File: src/rtl/cronometro_pkg.sv
// Shared types and constants for the stopwatch controller: FSM/mode enums,
// BCD time representation, 7-segment codes and the BCD +/-1 helper.
package cronometro_pkg;

  typedef enum logic [1:0] {
    ST_IDLE  = 2'd0,
    ST_RUN   = 2'd1,
    ST_PAUSE = 2'd2,
    ST_DONE  = 2'd3
  } state_e;

  typedef enum logic [1:0] {
    MODE_UP        = 2'b00,
    MODE_DOWN      = 2'b01,
    MODE_CLEAR     = 2'b10,
    MODE_CLEAR_ALT = 2'b11
  } mode_e;

  typedef logic [3:0] bcd_t;

  // Digit 0 = centisecond units ... digit 5 = minute tens.
  typedef bcd_t [5:0] bcd_time_t;

  localparam bcd_time_t DIGIT_MAX = {4'd5, 4'd9, 4'd5, 4'd9, 4'd9, 4'd9};
  localparam bcd_time_t TIME_ZERO = '0;

  localparam logic [6:0] SEG_0     = 7'b1000000;
  localparam logic [6:0] SEG_1     = 7'b1111001;
  localparam logic [6:0] SEG_2     = 7'b0100100;
  localparam logic [6:0] SEG_3     = 7'b0110000;
  localparam logic [6:0] SEG_4     = 7'b0011001;
  localparam logic [6:0] SEG_5     = 7'b0010010;
  localparam logic [6:0] SEG_6     = 7'b0000010;
  localparam logic [6:0] SEG_7     = 7'b1111000;
  localparam logic [6:0] SEG_8     = 7'b0000000;
  localparam logic [6:0] SEG_9     = 7'b0010000;
  localparam logic [6:0] SEG_BLANK = 7'h7F;

  // One centisecond up or down, rippling carry/borrow through every digit.
  function automatic bcd_time_t bcd_step(input bcd_time_t t, input logic down);
    bcd_time_t r;
    logic carry;
    r = t;
    carry = 1'b1;
    for (int i = 0; i < 6; i++) begin
      if (carry) begin
        if (down) begin
          if (t[i] == 4'd0) begin
            r[i] = DIGIT_MAX[i];
          end else begin
            r[i] = t[i] - 4'd1;
            carry = 1'b0;
          end
        end else begin
          if (t[i] == DIGIT_MAX[i]) begin
            r[i] = 4'd0;
          end else begin
            r[i] = t[i] + 4'd1;
            carry = 1'b0;
          end
        end
      end
    end
    return r;
  endfunction

endpackage

File: src/rtl/cronometro_ctrl_seg7.sv
// BCD digit to active-low 7-segment pattern {g..a}; non-BCD codes blank.
module seg7_decoder
  import cronometro_pkg::*;
(
  input  logic [3:0] bcd,
  output logic [6:0] seg
);

  always_comb begin
    seg = SEG_BLANK;
    case (bcd)
      4'd0:    seg = SEG_0;
      4'd1:    seg = SEG_1;
      4'd2:    seg = SEG_2;
      4'd3:    seg = SEG_3;
      4'd4:    seg = SEG_4;
      4'd5:    seg = SEG_5;
      4'd6:    seg = SEG_6;
      4'd7:    seg = SEG_7;
      4'd8:    seg = SEG_8;
      4'd9:    seg = SEG_9;
      default: seg = SEG_BLANK;
    endcase
  end

endmodule

File: src/rtl/cronometro_ctrl.sv
// Stopwatch / countdown controller: input sync + debounce, 10 ms prescaler,
// MM:SS.cc BCD counter, run/pause/done FSM and registered 7-seg/LED outputs.
module cronometro_ctrl
  import cronometro_pkg::*;
#(
  parameter int TICK_DIV   = 500000,
  parameter int DEB_CYCLES = 500000,
  parameter int PRESET_MIN = 1
) (
  input  logic       clk,
  input  logic       reset,
  input  logic       switch_mode0,
  input  logic       switch_mode1,
  input  logic       switch_pause,
  input  logic       play_btn,
  output logic [6:0] disp0,
  output logic [6:0] disp1,
  output logic [6:0] disp2,
  output logic [6:0] disp3,
  output logic [6:0] disp4,
  output logic [6:0] disp5,
  output logic [2:0] leds
);

  localparam int TICK_W = (TICK_DIV > 1) ? $clog2(TICK_DIV) : 1;
  localparam int DEB_W  = (DEB_CYCLES > 1) ? $clog2(DEB_CYCLES) : 1;
  localparam logic [TICK_W-1:0] TICK_LAST = TICK_W'(TICK_DIV - 1);
  localparam logic [DEB_W-1:0]  DEB_LAST  = DEB_W'(DEB_CYCLES - 1);
  localparam bcd_t      PRESET_TENS  = bcd_t'(PRESET_MIN / 10);
  localparam bcd_t      PRESET_UNITS = bcd_t'(PRESET_MIN % 10);
  localparam bcd_time_t PRESET_TIME  = {PRESET_TENS, PRESET_UNITS, 16'h0000};
  // Synchronizer bit order {play_btn, switch_pause, mode1, mode0}; button idles high.
  localparam logic [3:0] SYNC_RESET = 4'b1000;

  logic [3:0]        sync1_q, sync1_d, sync2_q, sync2_d;
  logic              deb_level_q, deb_level_d;
  logic [DEB_W-1:0]  deb_cnt_q, deb_cnt_d;
  logic              press_q, press_d;
  mode_e             mode_q, mode_d;
  logic [TICK_W-1:0] presc_q, presc_d;
  state_e            state_q, state_d;
  bcd_time_t         count_q, count_d;
  logic [5:0][6:0]   disp_q, disp_d;
  logic [2:0]        leds_q, leds_d;

  mode_e     mode_sync;
  logic      pause_sync, btn_sync;
  logic      mode_change, mode_runnable, tick;
  bcd_time_t reload, count_step;
  logic [6:0] seg_w [6];

  assign mode_sync     = mode_e'(sync2_q[1:0]);
  assign pause_sync    = sync2_q[2];
  assign btn_sync      = sync2_q[3];
  assign mode_change   = (mode_sync != mode_q);
  assign mode_runnable = (mode_sync == MODE_UP) || (mode_sync == MODE_DOWN);
  assign reload        = (mode_sync == MODE_DOWN) ? PRESET_TIME : TIME_ZERO;
  assign tick          = (state_q == ST_RUN) && (presc_q == TICK_LAST);
  assign count_step    = bcd_step(count_q, mode_q == MODE_DOWN);

  always_comb begin
    sync1_d = {play_btn, switch_pause, switch_mode1, switch_mode0};
    sync2_d = sync1_q;
    mode_d  = mode_sync;
  end

  // A level change is accepted only after it has persisted DEB_CYCLES cycles.
  always_comb begin
    deb_level_d = deb_level_q;
    deb_cnt_d   = '0;
    press_d     = 1'b0;
    if (btn_sync != deb_level_q) begin
      if (deb_cnt_q == DEB_LAST) begin
        deb_level_d = btn_sync;
        press_d     = ~btn_sync;
      end else begin
        deb_cnt_d = deb_cnt_q + DEB_W'(1);
      end
    end
  end

  always_comb begin
    presc_d = '0;
    case (state_q)
      ST_RUN:   presc_d = tick ? '0 : presc_q + TICK_W'(1);
      ST_PAUSE: presc_d = presc_q;
      default:  presc_d = '0;
    endcase
  end

  // A mode change outranks everything else, including a same-cycle tick.
  always_comb begin
    state_d = state_q;
    count_d = count_q;
    if (mode_change) begin
      state_d = ST_IDLE;
      count_d = reload;
    end else begin
      case (state_q)
        ST_IDLE: begin
          count_d = reload;
          if (press_q && mode_runnable) begin
            state_d = (mode_sync == MODE_DOWN && PRESET_MIN == 0) ? ST_DONE : ST_RUN;
          end
        end
        ST_RUN: begin
          if (pause_sync || press_q) begin
            state_d = ST_PAUSE;
          end else if (tick) begin
            count_d = count_step;
            if (mode_q == MODE_DOWN && count_step == TIME_ZERO) begin
              state_d = ST_DONE;
            end
          end
        end
        ST_PAUSE: begin
          if (press_q && !pause_sync) begin
            state_d = ST_RUN;
          end
        end
        ST_DONE: begin
          count_d = TIME_ZERO;
          if (press_q) begin
            state_d = ST_IDLE;
            count_d = reload;
          end
        end
        default: begin
          state_d = ST_IDLE;
          count_d = reload;
        end
      endcase
    end
  end

  for (genvar g = 0; g < 6; g++) begin : g_seg
    seg7_decoder u_dec (
      .bcd (count_q[g]),
      .seg (seg_w[g])
    );
  end

  always_comb begin
    disp_d = '0;
    for (int i = 0; i < 6; i++) begin
      disp_d[i] = seg_w[i];
    end
    leds_d = {state_q == ST_DONE, state_q == ST_PAUSE, state_q == ST_RUN};
  end

  always_ff @(posedge clk) begin
    if (!reset) begin
      sync1_q     <= SYNC_RESET;
      sync2_q     <= SYNC_RESET;
      deb_level_q <= 1'b1;
      deb_cnt_q   <= '0;
      press_q     <= 1'b0;
      mode_q      <= MODE_UP;
      presc_q     <= '0;
      state_q     <= ST_IDLE;
      count_q     <= TIME_ZERO;
      disp_q      <= {6{SEG_0}};
      leds_q      <= 3'b000;
    end else begin
      sync1_q     <= sync1_d;
      sync2_q     <= sync2_d;
      deb_level_q <= deb_level_d;
      deb_cnt_q   <= deb_cnt_d;
      press_q     <= press_d;
      mode_q      <= mode_d;
      presc_q     <= presc_d;
      state_q     <= state_d;
      count_q     <= count_d;
      disp_q      <= disp_d;
      leds_q      <= leds_d;
    end
  end

  assign disp0 = disp_q[0];
  assign disp1 = disp_q[1];
  assign disp2 = disp_q[2];
  assign disp3 = disp_q[3];
  assign disp4 = disp_q[4];
  assign disp5 = disp_q[5];
  assign leds  = leds_q;

endmodule

File: config.mk
export PLATFORM = sky130hd
export DESIGN_NAME = cronometro_ctrl
export DESIGN_NICKNAME = d
export VERILOG_FILES = /design/src/rtl/cronometro_pkg.sv /design/src/rtl/cronometro_ctrl_seg7.sv /design/src/rtl/cronometro_ctrl.sv
export SDC_FILE = /design/constraint.sdc
export NUM_CORES = 1
export LEC_CHECK = 0
export CAP_MARGIN = 20
export CORE_MARGIN = 2
export CORE_UTILIZATION = 40
export CTS_CLUSTER_DIAMETER = 80
export DETAILED_ROUTE_END_ITERATION = 10
export PLACE_DENSITY_LB_ADDON = 0.2
export SLEW_MARGIN = 0
export SYNTH_ARGS = -nofsm -noshare
export SYNTH_HDL_FRONTEND = slang
export SYNTH_SLANG_ARGS = --single-unit
File: constraint.sdc
create_clock -name clk -period 3.65 [get_ports clk]
set_input_delay 0.9125 -clock clk [delete_from_list [all_inputs] [get_ports clk]]
set_output_delay 0.9125 -clock clk [all_outputs]
set_load 0.01 [all_outputs]
Word-level counts from Yosys, hierarchy flattened
Memories as Yosys holds them, arrays and structs flattened. A register that Yosys moved wholly into a read port is not among the register bits. Index checks and enable logic that the tools add are counted.

Add/subtract/negate cells: 14. Eq/ne operators: 22. Multiplexer cells: 57. Bitwise operators: 3. Reductions and logical operators: 29.

Operator list (number): 2-to-1 mux 4 bit (23); 2-to-1 mux 24 bit (3); case mux 24 bit (3 select lines) (1); adder 19 x 1 -> 19 bit, second input constant (2); equality test 19 bit, second input constant (2); case mux 19 bit (2 select lines) (1); 2-to-1 mux 17 bit (2); adder 4 x 1 -> 4 bit, second input constant (6); logical NOT 24 bit (1); logical NOT 4 bit (6); subtractor 4 x 1 -> 4 bit, second input constant (6); 2-to-1 mux 1 bit (19); 2-to-1 mux 19 bit (1); equality test 4 bit, second input constant (4); 2-to-1 mux 2 bit (6); != test 3 x 1 -> 1 bit, second input constant (3); equality test 4 x 3 -> 1 bit, second input constant (2); case mux 2 bit (4 select lines) (1); logical NOT 1 bit (7); equality test 2 x 1 -> 1 bit, second input constant (3); AND reduction 3 bit (2); AND reduction 5 bit (1); equality test 2 bit, second input constant (2); logical AND 1 bit (4); other kinds (12) (17).

Bits in registers: 79. Bits in read-only memories: 672. Memories: 6. Output and inout port bits: 45. Input port bits: 6. Word-level logic and storage cells: 146.

Memories: (name not given) (depth 16, bits a word 7, read ports 1, clocked after Yosys merged registers in 1, wr ports 0, line cronometro_ctrl_seg7.sv:11) `case (bcd)`; (name not given) (depth 16, bits a word 7, read ports 1, clocked after Yosys merged registers in 1, wr ports 0, line cronometro_ctrl_seg7.sv:11); (name not given) (depth 16, bits a word 7, read ports 1, clocked after Yosys merged registers in 1, wr ports 0, line cronometro_ctrl_seg7.sv:11); (name not given) (depth 16, bits a word 7, read ports 1, clocked after Yosys merged registers in 1, wr ports 0, line cronometro_ctrl_seg7.sv:11); (name not given) (depth 16, bits a word 7, read ports 1, clocked after Yosys merged registers in 1, wr ports 0, line cronometro_ctrl_seg7.sv:11); (name not given) (depth 16, bits a word 7, read ports 1, clocked after Yosys merged registers in 1, wr ports 0, line cronometro_ctrl_seg7.sv:11).

Depth between registers and ports, before layout
Gate-level depths: netlist of run 1.

Depth in word-level cells: 14. Depth in mapped cells: 11. Gate-level depth less buffers: 9.

Cells and area by module
A second synthesis of run 1 with hierarchy kept.

Cell total of the unflattened synthesis: 914. Area total of the unflattened synthesis: 7033.0 um^2.

By module, submodules not included: cronometro_ctrl (area each 5771.8 um^2, times used 1, sequential area each 2422.3 um^2, cells an instance 716); seg7_decoder (area each 210.2 um^2, times used 6, sequential area each 0.0 um^2, cells an instance 33).

Least setup slack after synthesis of run 1
OpenSTA, ideal clock, no wires.

Kind: flip-flop to flip-flop. Start: register count_q[5] (netlist name). End: register state_q[1]. Stages on the path, launching flop included: 11. Data required time: 3566 ps. Buffers on the path: 1. Clock period less this slack: 2865 ps. Setup time: 84 ps. Arrival: 2781 ps. Slack: 785 ps. Path through: dfxtp_1 clkbuf_1 inv_1 ha_1 and4bb_2 a31oi_2 or4_4 or4_1 a22oi_2 o211ai_1 o31ai_2.

Cells in the longest elaborated chain, start to end: 12. Elaborated cells between the ends (all ways): 23. Those cells by class: 2 x add/sub; 2 x eq/ne; 15 x mux; 4 x reduce/logical.

Ends and longest elaborated chain: start, declared (line cronometro_ctrl.sv:42) `bcd_time_t count_q, count_d;`; start signal, assigned (line cronometro_ctrl.sv:173) `count_q <= count_d;`; equality test 4 bit / logical NOT 4 bit (equally long branches) (line cronometro_pkg.sv:55, cronometro_pkg.sv:48); 2-to-1 mux 1 bit, on equally long branches (line cronometro_pkg.sv:55, cronometro_pkg.sv:48); 2-to-1 mux 1 bit (line cronometro_pkg.sv:47) `if (down) begin`; 2-to-1 mux 1 bit (4 in a row) (line cronometro_pkg.sv:46) `if (carry) begin`; 2-to-1 mux 4 bit (line cronometro_pkg.sv:46); logical NOT 24 bit (*) (line cronometro_ctrl.sv:111) `if (mode_q == MODE_DOWN && count_step == TIME_ZERO) begin`; logical AND 1 bit (*) (line cronometro_ctrl.sv:111); != test 3 x 1 -> 1 bit (no line) (*); AND reduction 5 bit (no line) (*); end signal, assigned (line cronometro_ctrl.sv:172) `state_q <= state_d;`; end, declared (line cronometro_ctrl.sv:41) `state_e state_q, state_d;`.

Mark *: on every way between the ends. The rest lies on a longest branch, timed or not. A chain may end at the register's enable or synchronous reset.

Worst setup path in the final report of run 1
Start: register count_q[1] (netlist name). End: register state_q[1].

The elaborated chain is that of the path after synthesis.

==> impl_metrics.yaml, run 1 <==
critical_path:
  critPathSlowestCell: "or4_4"
  crit_family: "simple AND/OR/NAND/NOR gates"
  crit_path_max_incr_delay_ps: 650
  crit_required_ps: 4000
  worstPathMaxFanout: 14
  worstPathCellList: "inv_1 > ha_1 > nor4bb_1 > a31oi_1 > or4_4 > or4_1 > a22oi_2 > o211ai_1 > o31ai_2"
  worstSetupPathType: "register to register"
  critPathLaunchType: "register"
  critical_path_buf_inv_count: 1
  critPathArrivalTime_ps: 3530
  endpoint_kind: "register"
clock_network:
  insertion_delay_ps: 430
  cts_made_buffers: 17
  clkTransAtPathRegs_ps: 60
  post_cts_buffers: 0
  cts_tree: "done"
  clock-sinks: 121
  htreeDepth: 4
  holdBufCountCts: 0
  cts-root-buf: "clkbuf_16"
  clock_path_buffers: 2
drt:
  vias: 6052
  wirelength_mm: 16.6
  drt_iter0_drc: 465
  route.antenna.remaining_nets: 0
  drc: 0
  post_drt_wl_per_cell_microns: 15.0
  routed_via_density: 5.50
  drtPass1Iterations: 5
logic_synthesis:
  syn_inst: 834
  synthArstFlopShare_pct: 0
  synth.area.top_cells: "dfxtp_1 (36%), ha_1 (6.6%), nor2_1 (6.1%)"
  ys_ff_latch: 121
  syn-num-nets: 875
  yosysWarnings: 0
  synth.largest_area_cell: "dfxtp_1"
  synth.distinct_cells: 73
  synth_seq_area_share_pct: 36.4
  synth_edf_count: 0
  synthFlopType: "dfxtp_1"
  synth_top_area_share_pct: 36.4
  syn_area_per_cell_sq_um: 7.97
  syn-cell-area_sq_mm: 0.00665
grt:
  antenna_found_initial: 0
  grt_pass1_vias: 5533
  grt-ovfl-total: 0
  grt_pass1_wl_mm: 27.4
  grt_max_degree: 40
  grt_usage_pct: 19.0
finish:
  largest_register: "count_q"
  regArea_sq_mm: 0.00242
  final_common_cell: "dfxtp_1"
  layout-drive-gt1-share_pct: 7.95
  largestRegisters: "count_q (24), deb_cnt_q (19), presc_q (19)"
  fillers: 1627
  largest_reg_flops: 24
  diodes: 0
  nNetsFinal: 910
  area_delta_synth_final_pct: 20.4
  multi_input_area_sq_mm: 0.00391
  layout_common_cells: "dfxtp_1 (121), nor2_1 (108), nand2_1 (71)"
placed_design:
  place_hpwl_mm: 11.1
  io_buffers: 50
  place_ws_ps: 330
  routabilityCongestion: 0.878
min_path:
  hold_class: "register to register"
sta:
  period_needed_ps: 3180
  fmax_ghz: 0.314
  rsz0062_at_grt: "false"
  tightest_slew_ps: 1090
  clock_skew_ps: 6.61
  final.period_utilization_pct: 87.2
  final.setup.worst_slack_ps: 466
  hold_viol: 0
  slew_viol_final: 0
  tns_ps: 0
  slew_headroom_pct: 26.6
  setup_violations: 0
die:
  coreArea_sq_mm: 0.0164
  ios: 51
  fp.dieW_microns: 133
  dieArea_sq_mm: 0.0177
  rows: 47
  start_util_pct: 40.5
  die_h_microns: 133
pwr:
  vdd_drop_max_mv: 0.326
  power_density_mw_per_mm2: 410
  p_leak_nw: 2.75
run:
  cap_violations: 0
run_status:
  status: "finished clean"
## final cells by class
type	count	share of cell area, %
Multi-Input combinational cell	628	48.8
Clock inverter	11	2.41
Timing Repair Buffer	64	7.56
Tap cell	220	3.44
Inverter	37	1.73
Clock buffer	20	5.83
Sequential cell	121	30.3
## cell usage after synthesis, types with 3 or more instances
| cell type | n |
|---|---|
| nand2b_1 | 10 |
| nand4_1 | 11 |
| a22o_1 | 3 |
| nor2_1 | 108 |
| or3_1 | 5 |
| o21ai_0 | 67 |
| xnor2_1 | 17 |
| o41ai_1 | 7 |
| and3_1 | 7 |
| o31a_1 | 3 |
| a22oi_1 | 6 |
| nor3_1 | 24 |
| nand2_1 | 71 |
| mux2_2 | 9 |
| a31oi_1 | 12 |
| and4_1 | 6 |
| mux2i_1 | 8 |
| nand3_1 | 31 |
| dfxtp_1 | 121 |
| o21bai_1 | 3 |
| inv_1 | 33 |
| o21a_1 | 5 |
| xor2_1 | 16 |
| o31ai_1 | 6 |
| and2_1 | 13 |
| nor4_1 | 7 |
| a211oi_1 | 6 |
| clkinv_1 | 4 |
| a2bb2oi_1 | 7 |
| nor2b_1 | 8 |
| ha_1 | 35 |
| o211ai_1 | 6 |
| o22ai_1 | 5 |
| a21oi_1 | 55 |
| nand4b_1 | 4 |
| o2bb2ai_1 | 3 |
| clkbuf_1 | 44 |
## layer usage
metal / global-route usage (%) / vias up / wire [microns] / part of all wire, %
met1: 25.5 / 2842 / 8150 / 49
met3: 5.06 / 30 / 728 / 4.4
met2: 28.9 / 143 / 7340 / 44
met5: 0 / - / 0 / 0
li1: - / 3037 / - / -
met4: 7.53 / 0 / 339 / 2.0
## logic make-up (layout without fill, tap and decap cells)
group | Yosys count | count (layout) | share of synthesized area (%)
AOI/OAI and AO/OA | 220 | 220 | 21.1
xor gates and xnor gates | 33 | 33 | 4.35
adders and majority gates | 35 | 35 | 6.59
buffers and inverters | 85 | 132 | 4.95
DFF | 121 | 121 | 36.4
muxes | 18 | 18 | 2.95
and+or+nand+nor | 322 | 322 | 23.6
## timing repair
action,in CTS,in global routing
resized for setup,0,1
endpoints found under the setup margin,0,1
endpoints found under the hold margin,0,0
## report_power, final
group | leakage, nW | internal, mW | switching, mW
registers | 0.977 | 1.33 | 0.00507
logic | 1.46 | 0.0252 | 0.0400
clock network | 0.318 | 1.26 | 0.622
total | 2.75 | 2.61 | 0.667
## per-stage QoR
step           utilization [%]  std cells  hold WS [ps]  total power [mW]  cell area, sq um
2_1_floorplan                -        834           386              1.40              6650
3_3_place_gp              44.7       1070           404              1.43              7340
3_5_place_dp              44.7       1070           402              1.43              7340
4_1_cts                   48.8       1101           423              3.32              8000
5_1_grt                   48.8       1101           442              3.38              8010
6_report                  48.8       1101           424              3.28              8010
## path summary, 6_finish.rpt
kind / start / endpoint / slack [ps] / depth (start not counted)
worst max-delay path: count_q[1] / state_q[1] / 470 / 9
worst min-delay path: sync1_q[3] / sync2_q[3] / 420 / 1
worst max register to register: count_q[1] / state_q[1] / 470 / 9
worst min register to register: sync1_q[3] / sync2_q[3] / 420 / 1
(Power assumes the default switching activity.)
==> inputs of run 2 (changes only) <==
- CTS_BUF_LIST: not set -> sky130_fd_sc_hd__clkbuf_4
==> run 2 against run 1 <==
Against the previous run: clock skew is 11 ps higher; utilization fell by 2.0 points; flip-flop and latch count unchanged; die area did not move; global-route usage fell by 0.17 points; wire length is 0.63% lower; worst hold slack better by 16 ps; critical path depth unchanged; combinational power is essentially flat; count of clock-buffer cells in the layout fell by 3; non-clock buffer count unchanged; critical endpoint unchanged.
==> impl_metrics.yaml, run 2 (same netlist as run 1, synthesis figures left out) <==
run_status:
  status: "finished clean"
pwr:
  power_density_mw_per_mm2: 328
  p_clk_share_pct: 44.6
  p_comb_share_pct: 2.6
  p_leak_nw: 2.60
  swShare_pct: 22.5
  p_int_mw: 1.95
  vdd_drop_max_mv: 0.184
  power_frac_seq_pct: 52.8
  power_switching_mw: 0.568
die:
  fp.dieW_microns: 133
  start_util_pct: 40.5
  ios: 51
  coreArea_sq_mm: 0.0164
  die_h_microns: 133
  rows: 47
  dieArea_sq_mm: 0.0177
finish:
  final_common_cell: "dfxtp_1"
  layout-drive-gt1-share_pct: 7.60
  largest_reg_flops: 24
  nNetsFinal: 910
  layout_common_cells: "dfxtp_1 (121), nor2_1 (108), nand2_1 (71)"
  largestRegisters: "count_q (24), deb_cnt_q (19), presc_q (19)"
  largest_register: "count_q"
  finalNonFillerCells: 1102
  area_delta_synth_final_pct: 15.5
placed_design:
  routabilityCongestion: 0.878
  io_buffers: 50
  place_hpwl_mm: 11.1
  dp_cells: 1070
drt:
  drtPass1Iterations: 6
  drc: 0
  drt_iter0_drc: 446
  post_drt_wl_per_cell_microns: 14.9
  wirelength_mm: 16.5
  route.antenna.remaining_nets: 0
  vias: 6023
  routed_via_density: 5.47
sta:
  rsz0062_at_grt: "false"
  tns_ps: 0
  period_needed_ps: 3200
  slew_headroom_pct: 28.1
  clock_skew_ps: 17.2
  hold_viol: 0
  final.period_utilization_pct: 87.6
  tightest_slew_ps: 1070
  slew_viol_final: 0
  fmax_ghz: 0.313
  setup_violations: 0
critical_path:
  crit_required_ps: 4120
  crit_path_max_incr_delay_ps: 650
  critical_path_buf_inv_count: 1
  worstSetupPathType: "register to register"
  critPathLaunchType: "register"
  crit_family: "simple AND/OR/NAND/NOR gates"
  critPathSlowestCell: "or4_4"
  endpoint_kind: "register"
  critPathArrivalTime_ps: 3670
  worstPathMaxFanout: 14
  worstPathCellList: "inv_1 > ha_1 > nor4bb_1 > a31oi_1 > or4_4 > or4_1 > a22oi_2 > o211ai_1 > o31ai_2"
grt:
  grt_usage_pct: 18.8
  use_met3_pct: 4.48
  antenna_found_initial: 1
  grt_pass1_vias: 5540
  grt_busiest_layer: "met2"
  grt_pass1_wl_mm: 27.3
  grt-ovfl-total: 0
  use_met2_pct: 29.0
  grt_max_degree: 40
  grt.met1_usage_pct: 25.3
clock_network:
  post_cts_resized: 0
  clock_path_buffers: 2
  cts_tree: "done"
  clock-sinks: 121
  clkTransAtPathRegs_ps: 110
  cts_made_buffers: 17
  insertion_delay_ps: 550
  cts-root-buf: "clkbuf_4"
  post_cts_buffers: 0
  holdBufCountCts: 0
  htreeDepth: 4
run:
  cap_violations: 0
min_path:
  hold_class: "register to register"
==> run 2: routing by layer <==
metal	wire length [microns]	vias to the layer above
li1	-	3040
met1	8120	2819
met2	7490	142
met3	579	22
met4	262	0
met5	0	-
==> run 2: cell type report <==
cell class	count	area (sq um)
Clock buffer	17	128
Clock inverter	14	204
Fill cell	1675	8730
Multi-Input combinational cell	628	3910
Sequential cell	121	2420
Timing Repair Buffer	64	606
Tap cell	220	275
Inverter	37	139
Antenna cell	1	2.50
==> run 2: final timing paths <==
kind / start / to / slack (ps) / depth (start not counted)
worst max-delay path: count_q[1] / state_q[1] / 450 / 9
worst min-delay path: sync1_q[3] / sync2_q[3] / 440 / 1
worst max register to register: count_q[1] / state_q[1] / 450 / 9
worst min register to register: sync1_q[3] / sync2_q[3] / 440 / 1
==> run 2: stage by stage <==
stage | hold slack (ps) | total power [mW] | utilization (%) | cell area, sq um | worst slack [ps]
after floorplan | 386 | 1.40 | - | 6650 | 785
after global placement | 404 | 1.43 | 44.7 | 7340 | 422
after detailed placement | 402 | 1.43 | 44.7 | 7340 | 330
after CTS | 448 | 2.56 | 46.8 | 7670 | 302
after global routing | 464 | 2.62 | 46.8 | 7680 | 171
final | 441 | 2.52 | 46.8 | 7680 | 454
==> run 2: power groups by stage <==
stage	clock network (mW)	logic [mW]	registers, mW
4_1_cts	1.16	0.0657	1.33
2_1_floorplan	0	0.0428	1.36
3_3_place_gp	0	0.0651	1.36
3_5_place_dp	0	0.0653	1.36
5_1_grt	1.22	0.0723	1.33
6_report	1.12	0.0654	1.33
==> inputs of run 3 (changes only) <==
- CELL_PAD_IN_SITES_DETAIL_PLACEMENT: not set -> 2
- CELL_PAD_IN_SITES_GLOBAL_PLACEMENT: not set -> 2
- CORE_UTILIZATION: 40 -> 36
- RECOVER_POWER: not set -> 50
==> run 3 against run 2 <==
Against the previous run: register-to-register slack got worse by 130 ps; utilization decreased by 4.2 points; clock skew increased by 6.8 ps; die area increased by 11%; first-iteration DRC count decreased by 46%; global-route usage increased by 4.0 points; via count increased by 6.3%; sequential power about the same; sequential share of layout area about the same; flip-flop and latch count unchanged; worst setup slack got worse by 130 ps; critical path type unchanged; critical endpoint unchanged; largest cell class unchanged.
==> impl_metrics.yaml, run 3 (same netlist as run 1, synthesis figures left out) <==
grt:
  grt_busiest_layer: "met2"
  grt_usage_pct: 22.8
  grt.met1_usage_pct: 27.6
  grt_pass1_wl_mm: 36.5
  use_met3_pct: 4.44
  grt_pass1_vias: 7079
  antenna_found_initial: 2
  use_met2_pct: 41.3
  grt_max_degree: 26
  grt-ovfl-total: 0
finish:
  area_delta_synth_final_pct: 15.6
  largest_register: "count_q"
  finalNonFillerCells: 1118
  nNetsFinal: 915
  largest_reg_flops: 24
  largestRegisters: "count_q (24), deb_cnt_q (19), presc_q (19)"
  layout-drive-gt1-share_pct: 7.78
  final_common_cell: "dfxtp_1"
  post-route-util_pct: 42.7
  layout_common_cells: "dfxtp_1 (121), nor2_1 (108), nand2_1 (71)"
drt:
  routed_via_density: 5.73
  drc: 0
  post_drt_wl_per_cell_microns: 19.7
  vias: 6401
  drt_iter0_drc: 242
  drtPass1Iterations: 4
  wirelength_mm: 22.0
  route.antenna.remaining_nets: 0
critical_path:
  crit_path_max_incr_delay_ps: 670
  critPathLaunchType: "register"
  worstPathMaxFanout: 14
  worstPathCellList: "inv_1 > ha_1 > nor4bb_1 > a31oi_1 > or4_4 > or4_1 > a22oi_2 > o211ai_1 > o31ai_2"
  critPathArrivalTime_ps: 3800
  worstSetupPathType: "register to register"
  endpoint_kind: "register"
  critPathSlowestCell: "or4_4"
  crit_required_ps: 4130
min_path:
  hold_class: "register to register"
clock_network:
  post_cts_resized: 0
  cts_tree: "done"
  clkTransAtPathRegs_ps: 130
  cts_made_buffers: 17
  clock_path_buffers: 2
  clock-sinks: 121
  htreeDepth: 4
  insertion_delay_ps: 570
  cts-root-buf: "clkbuf_4"
  holdBufCountCts: 0
  post_cts_buffers: 0
sta:
  fmax_ghz: 0.301
  rsz0062_at_grt: "false"
  setup_violations: 0
  clock_skew_ps: 24.0
  tightest_slew_ps: 1350
  tns_ps: 0
  final.period_utilization_pct: 91.1
  slew_headroom_pct: 10.2
  period_needed_ps: 3320
  hold_viol: 0
  slew_viol_final: 0
die:
  coreArea_sq_mm: 0.0180
  dieArea_sq_mm: 0.0196
  fp.dieW_microns: 140
  rows: 49
  die_h_microns: 140
  ios: 51
  start_util_pct: 36.9
run:
  cap_violations: 0
pwr:
  power_density_mw_per_mm2: 322
  p_leak_nw: 2.60
  vdd_drop_max_mv: 0.190
  finalPower_mw: 2.48
placed_design:
  place_hpwl_mm: 15.3
  dp_cells: 1083
  io_buffers: 50
  routabilityCongestion: 0.826
run_status:
  status: "finished clean"
[run 3: changes by cell type in the layout (fill, tap and decap cells not counted), sizes merged]
| cell | change |
|---|---|
| bufinv | -2 |
| diode | +1 |
| dlygate4sd3 | +2 |
| clkdlybuf4s50 | -2 |
| inv | +1 |
| clkbuf | +7 |
[run 3: routing by layer]
metal  share of wire, %  wire length, microns  vias to the layer above
met4                1.5                   336                        0
met3                2.1                   464                       25
li1                   -                     -                     3058
met2                 51                 11300                       75
met5                  0                     0                        -
met1                 45                  9940                     3243
[run 3: stage by stage]
step	hold WS [ps]	instance area, sq um	worst slack (ps)
4_1_cts	450	7690	262
2_1_floorplan	386	6650	785
3_3_place_gp	410	7380	505
6_report	447	7690	326
3_5_place_dp	415	7380	351
5_1_grt	486	7690	82.3
[run 3: cell type report]
type	instances	area (sq um)
Sequential cell	121	2420
Antenna cell	2	5.00
Fill cell	2108	10300
Multi-Input combinational cell	628	3900
Inverter	37	139
Clock inverter	13	170
Tap cell	229	287
Clock buffer	19	143
Timing Repair Buffer	69	624
[run 3: where the power goes]
group / leakage, nW / switching [mW] / internal [mW]
Clock: 0.161 / 0.579 / 0.496
Sequential: 0.977 / 0.00568 / 1.33
Combinational: 1.46 / 0.0455 / 0.0236
Total: 2.60 / 0.630 / 1.85
[run 3: worst paths after layout]
kind | startpoint | end | depth (start not counted) | slack (ps)
worst max-delay path | count_q[1] | state_q[1] | 9 | 330
worst min register to register | sync1_q[3] | sync2_q[3] | 1 | 450
worst max register to register | count_q[1] | state_q[1] | 9 | 330
worst min-delay path | sync1_q[3] | sync2_q[3] | 1 | 450
[run 3: critical path, delay by kind of cell, from the launching register on]
family / cells / cell delay, ps
flops: 1 / 450
simple gates: 3 / 1600
buf+inv: 1 / 210
fa+ha+maj: 1 / 300
compound gates: 4 / 680
